File: config.mk
export PLATFORM = sky130hd
export DESIGN_NAME = address_encoder
export DESIGN_NICKNAME = d
export VERILOG_FILES = /design/src/rtl/address_encoder.sv
export SDC_FILE = /design/constraint.sdc
export NUM_CORES = 1
export LEC_CHECK = 0
export CORE_ASPECT_RATIO = 1.1
export CORE_MARGIN = 2
export CORE_UTILIZATION = 54
export CTS_CLUSTER_SIZE = 10
export DETAILED_ROUTE_END_ITERATION = 6
export GPL_TIMING_DRIVEN = 0
export PLACE_DENSITY = 0.79
export SYNTH_ARGS = -nofsm -noshare
export SYNTH_HDL_FRONTEND = slang
export SYNTH_SLANG_ARGS = --single-unit
export TNS_END_PERCENT = 50
File: constraint.sdc
create_clock -name clk -period 3.1 [get_ports clk]
set_input_delay 0.465 -clock clk [delete_from_list [all_inputs] [get_ports clk]]
set_output_delay 0.465 -clock clk [all_outputs]
set_load 0.005 [all_outputs]
File: src/rtl/address_encoder.sv
// address_encoder: round-robin arbiter that encodes one requesting word (of 8)
// into a 3-bit index and offers it downstream with a valid/ready handshake.
//
// Ports
//   clk      : clock, rising-edge active
//   reset_n  : asynchronous active-low reset
//   request  : per-word access request levels, bit i = word i
//   ready    : downstream accepts the offered address this cycle
//   address  : registered index of the offered word
//   valid    : registered, high while an address is offered
//   grant    : combinational one-hot acceptance strobe, bit[address] = valid & ready
module address_encoder (
    input  logic       clk,
    input  logic       reset_n,
    input  logic [7:0] request,
    input  logic       ready,
    output logic [2:0] address,
    output logic       valid,
    output logic [7:0] grant
);

    localparam int unsigned N_WORDS = 8;
    localparam int unsigned ADDR_W  = 3;

    typedef enum logic {
        IDLE  = 1'b0,
        OFFER = 1'b1
    } state_t;

    state_t              state_q;
    state_t              state_d;
    logic [ADDR_W-1:0]   ptr_q;
    logic [ADDR_W-1:0]   ptr_d;
    logic [ADDR_W-1:0]   addr_d;
    logic [N_WORDS-1:0]  masked;
    logic                xfer;

    // First set bit of req in the circular order base, base+1, ..., base+7.
    function automatic logic [ADDR_W-1:0] pick(input logic [N_WORDS-1:0] req,
                                               input logic [ADDR_W-1:0]  base);
        logic [ADDR_W-1:0] idx;
        logic              found;
        pick  = base;
        found = 1'b0;
        for (int i = 0; i < N_WORDS; i++) begin
            idx = base + ADDR_W'(i);
            if (!found && req[idx]) begin
                pick  = idx;
                found = 1'b1;
            end
        end
    endfunction

    // valid is a direct decode of the state register, so it stays registered.
    assign valid = (state_q == OFFER);
    assign xfer  = valid & ready;

    // One-hot strobe for the word being accepted this cycle.
    always_comb begin
        grant          = N_WORDS'(0);
        grant[address] = xfer;
    end

    // State, pointer and address registers.
    always_ff @(posedge clk or negedge reset_n) begin
        if (!reset_n) begin
            state_q <= IDLE;
            ptr_q   <= ADDR_W'(0);
            address <= ADDR_W'(0);
        end else begin
            state_q <= state_d;
            ptr_q   <= ptr_d;
            address <= addr_d;
        end
    end

    // Next-state: arbitrate from IDLE, or hold/advance an offer.
    always_comb begin
        state_d = state_q;
        ptr_d   = ptr_q;
        addr_d  = address;
        // The word being accepted still shows its request bit this cycle.
        masked  = request & ~grant;
        case (state_q)
            IDLE: begin
                if (|request) begin
                    addr_d  = pick(request, ptr_q);
                    state_d = OFFER;
                end
            end
            OFFER: begin
                if (ready) begin
                    ptr_d = address + ADDR_W'(1);
                    if (|masked) begin
                        addr_d = pick(masked, ptr_d);
                    end else begin
                        state_d = IDLE;
                    end
                end
            end
            default: begin
                state_d = IDLE;
            end
        endcase
    end

endmodule
# == Word level (Yosys, flattened, before mapping) ==
# Cells that the tools add are included.
# W data, S select, Z words.
# totals
out_inout_bits,12
word_cells,182
in_bits,11
regBits,7
# classes
reduce_logical,33
bitwise_logic,5
n_eq_ne,3
n_addsub,15
muxes,105
magnitude_cmp,18
# ops
operator,count
$mux W1,69
$lt A3 B4 Y1 const B,17
$mux W3,17
$bmux W1 S3,16
$add A3 B3 Y3 const B,8
$and A8 B8 Y8,2
$reduce_or A8 Y1,2
$logic_and A1 B1 Y1,15
$logic_not A1 Y1,14
$add A3 B2 Y3 const B,4
$add A3 B1 Y3 const B,3
$not A8 Y8,1
$pmux W3 S2,1
$ne A2 B2 Y1 const B,2
$demux W1 S3,1
$ge A3 B1 Y1 const B,1
$reduce_and A3 Y1,1
$ne A2 B1 Y1 const B,1
$pmux W1 S2,1
$reduce_and A2 Y1,1
$and A1 B1 Y1,1
$not A1 Y1,1

# == Depth between registers and ports, before layout ==
# logic_depth
depth_word,55
ltp_mapped,13
depth_no_buf,10

# == Worst setup path before layout ==
# No wires, ideal clock.
# synth_timing
path_type,reg2reg
from,reg address[0]
to,reg address[1]
stages_incl_launch_ff,13
setup_ns,0.084
slack_ns,-0.048
path_buffers,3
synth_period_minus_slack_ns,3.148
required_ns,3.016
arrival_time_ns,3.064
path_cell_list,dfrtp_1 > buf_4 > clkinv_1 > ha_1 > buf_2 > buf_4 > xnor2_2 > mux2i_1 > nand4_1 > nor4_4 > nand3_1 > o31a_1 > a41oi_2
# synth_via
elab_chain_cells,55
elab_cells_between_ends,87
classes_between,8 x add/sub; 2 x order compare; 1 x eq/ne; 56 x mux; 3 x bitwise; 17 x reduce/logical
# synth_lines
item,line_no,source
from (decl),17,"output logic [2:0] address,"
from (signal assigned),73,address <= addr_d;
$lt A3 B4 Y1 (implied by the code) or $ge A3 B1 Y1 (tied branches),61,grant[address] = xfer;
$logic_and A1 B1 Y1 (implied by the code),61,
$mux W1 (implied by the code),61,
$demux W1 S3,61,
$and A8 B8 Y8 (no source line),n/a,
$not A8 Y8,83,masked = request & ~grant;
$and A8 B8 Y8,83,
$bmux W1 S3,47,if (!found && req[idx]) begin
[... 39 more ...],n/a,
$mux W1,92,if (ready) begin
$mux W1,84,case (state_q)
$logic_not A1 Y1,47,
$logic_and A1 B1 Y1,47,
$mux W3,47,
$mux W3,94,if (|masked) begin
$mux W3,92,
$pmux W3 S2,84,
# Several ways; a longest one is shown, not always the timed one. The select of a mux whose other input is x is not followed.
# A chain may end at the register's enable or synchronous reset.

# == Final worst setup path ==
# layout_timing
from,in request[6]
to,reg address[2]
# layout_via
elab_chain_cells,49
elab_cells_between_ends,133
classes_between,2 x eq/ne; 99 x mux; 1 x bitwise; 31 x reduce/logical
# layout_lines
item,line_no,source
from (decl),15,"input logic [7:0] request,"
$and A8 B8 Y8,83,
$bmux W1 S3,47,
$mux W1 (implied by the code),47,
$mux W1,47,
$mux W1,94,
$mux W1,92,
$mux W1,84,
$logic_not A1 Y1,47,
[... 33 more ...],n/a,
$mux W1,92,
$mux W1,84,
$logic_not A1 Y1,47,
$logic_and A1 B1 Y1,47,
$mux W3,47,
$mux W3,94,
$mux W3,92,
$pmux W3 S2,84,
# Several ways; a longest one is shown, not always the timed one. The select of a mux whose other input is x is not followed.

==> flow_summary.yaml <==
final_layout:
  syn_to_final_growth_pct: 30.48
  finalNetCount: 367
  drive_above_1_share_pct: 30.20
  final-instance-count-excl-fill: 405
  diodes: 0
flow_run:
  drv_cap: 0
sta:
  tightest_slew_ns: 0.5109
  skew_ns: 0.002476
  hold_viol: 0
  setup_viol: 0
  finalCriticalPeriod_ns: 3.049
  fin_crit_sh_pct: 98.35
  slew_viol_final: 0
  slew_headroom_pct: 65.83
  max_freq_mhz: 328.0
floorplan:
  io-pin-count: 23
  start_util_pct: 56.55
  dieArea_mm2: 0.005109
  core_area_mm2: 0.004348
  chipHeight_um: 74.77
  std_cell_rows: 25
  chipWidth_um: 68.34
global_route:
  grt_start_max_net_pins: 11
  grt_pass1_vias: 2533
  grt_overflow: 0
  grt_pass1_wl_um: 12450
  grt_antenna_before_repair: 0
  track_usage_pct: 32.10
synth:
  yosysMostFrequentCell: "nand2_1"
  ys_seq_area_share_pct: 7.125
  syn_inst: 306
  synth_nets: 321
  synthTopCellsByCount: "nand2_1 (34), mux2i_1 (27), nor2_1 (24)"
  synth-edff-count: 0
  synth_top_area_share_pct: 14.66
  synth_cell_types: 72
  synth-main-ff-cell: "dfrtp_1"
  synth-seq-cells: 7
  yosysWarnings: 0
  syn_area_mm2: 0.002459
  synth_area_leader_cell: "mux4_2"
  postSynthAreaPerCell_um2: 8.035
  synth_area_leaders: "mux4_2 (15%), mux2i_1 (11%), dfrtp_1 (7.1%)"
  ys_async_sr_fraction_pct: 100.0
routing:
  drt-total-wl_um: 7963
  drc: 0
  drtIter0Drc: 277
  ant_nets: 0
  vias: 2754
  via_per_inst: 6.800
  dr.pass1.iters: 6
  wl_per_cell_um: 19.66
cts:
  clkSinkCount: 7
  clock_latency_ns: 0.23
  cts_tree: "done"
  path_clk_slew_ns: 0.04
  ctsRootBufferMaster: "clkbuf_8"
  clock_path_buffers: 2
  cts.htree.levels: 1
  numCtsBuffers: 3
status:
  status: "finished, final reports clean"
worst_setup_path:
  r2r_end: "address[1]$_DFFE_PN0P_"
  setup.worst_path.class: "in -> reg"
  cp-start-kind: "input pin"
  crit_end: "address[2]$_DFFE_PN0P_"
  startpoint: "request[6]"
  r2r_cells: 13
  required_ns: 3.25
  ff2ff_setup_slack_ns: 0.05
  timing.rr.start: "address[0]$_DFFE_PN0P_"
  cp-end-kind: "flip-flop"
  worstPathArrival_ns: 3.20
  cp_max_fo: 10
placement:
  place_hpwl_um: 5540
  place_congestion: 0.9869
  portBuffers: 22
  dp_cells: 382
hold_path:
  hold_path.class: "in -> async"
cell families (layout without fill, tap and decap cells):
family / count (synthesis) / after routing / share of synthesized area, %
buf+inv: 36 / 81 / 7.328
mux: 53 / 53 / 30.69
compound gates: 87 / 87 / 24.84
fa+ha+maj: 4 / 4 / 2.036
simple gates: 111 / 111 / 23.92
flops: 7 / 7 / 7.125
xor+xnor: 8 / 8 / 4.072
critical path: stages:
cell and delay (ns):
clkdlybuf4s50_1 0.63, buf_2 0.28, mux2i_1 0.10, mux4_2 0.49, a32oi_4 0.32, a221oi_1 0.08
o211ai_1 0.10, o311ai_0 0.18, a211o_1 0.33, a31oi_4 0.21
worst min-delay path by stage:
stage / to / slack [ns] / cells after the start
final: address[2]$_DFFE_PN0P_ / 0.49 / 1
after global routing: address[2]$_DFFE_PN0P_ / 0.52 / 1
after detailed placement: valid$_DFF_PN0_ / 0.75 / 1
after CTS: address[2]$_DFFE_PN0P_ / 0.50 / 1
after global placement: valid$_DFF_PN0_ / 0.73 / 1
after floorplan: address[0]$_DFFE_PN0P_ / 0.17 / 0
registers in the layout (all words and copies together), names as in the netlist:
name     flops
ptr_q        3
address      3
valid        1
routing by layer:
layer	wire length (um)	part of all wire, %	track usage (%)	up-vias
li1	-	-	-	1268
met1	3117	39	40.13	1324
met2	4132	52	57.82	131
met3	427	5.4	2.242	31
met4	286	3.6	11.33	0
met5	0	0	0	-
layout make-up:
class,count,area (um^2)
multi-input combinational,263,2320
sequential,7,177.7
fill,318,1140
clock buffer,4,45.04
tap,54,67.56
inverter,10,47.55
buffer,25,181.4
timing repair buffer,42,369.1
placed cells by master (no fill, tap or decap), types with 4 or more instances in the layout:
cell,n
o21ai_1,4
nand2b_1,4
nand3b_1,5
buf_2,6
nand3_1,10
nand2_1,34
mux4_2,16
buf_6,5
o21ai_0,17
inv_1,8
clkbuf_1,4
a21oi_1,17
clkbuf_4,5
dfrtp_1,5
mux2_2,9
mux2i_1,24
clkdlybuf4s50_1,21
nor2_1,22
buf_4,23
o211ai_1,4
nor3_1,6
and2_1,4
per-stage QoR:
stage           TNS, ns  hold slack (ns)  worst slack (ns)  util [%]  cell area [um^2]
2_1_floorplan         0           0.1694           0.08950         -              2475
3_3_place_gp     -1.147           0.7312           -0.4486     63.54              2763
3_5_place_dp     -1.299           0.7468           -0.5086     63.54              2763
4_1_cts               0           0.5027           0.01782     68.40              2974
5_1_grt        -0.03770           0.5185          -0.03458     73.78              3208
6_report              0           0.4938           0.05130     73.78              3208
what timing repair did:
item / 4_1_cts / 5_1_grt
setup endpoints to repair: 3 / 3
hold buffers: 0 / 0
gates cloned: 0 / 0
pin swaps: 4 / 8
buffers inserted: 8 / 12
gates resized for setup: 24 / 41
Power is left out: the tool's default activity adds up to more than one toggle a clock period on the data nets, which glitch-free logic cannot reach.
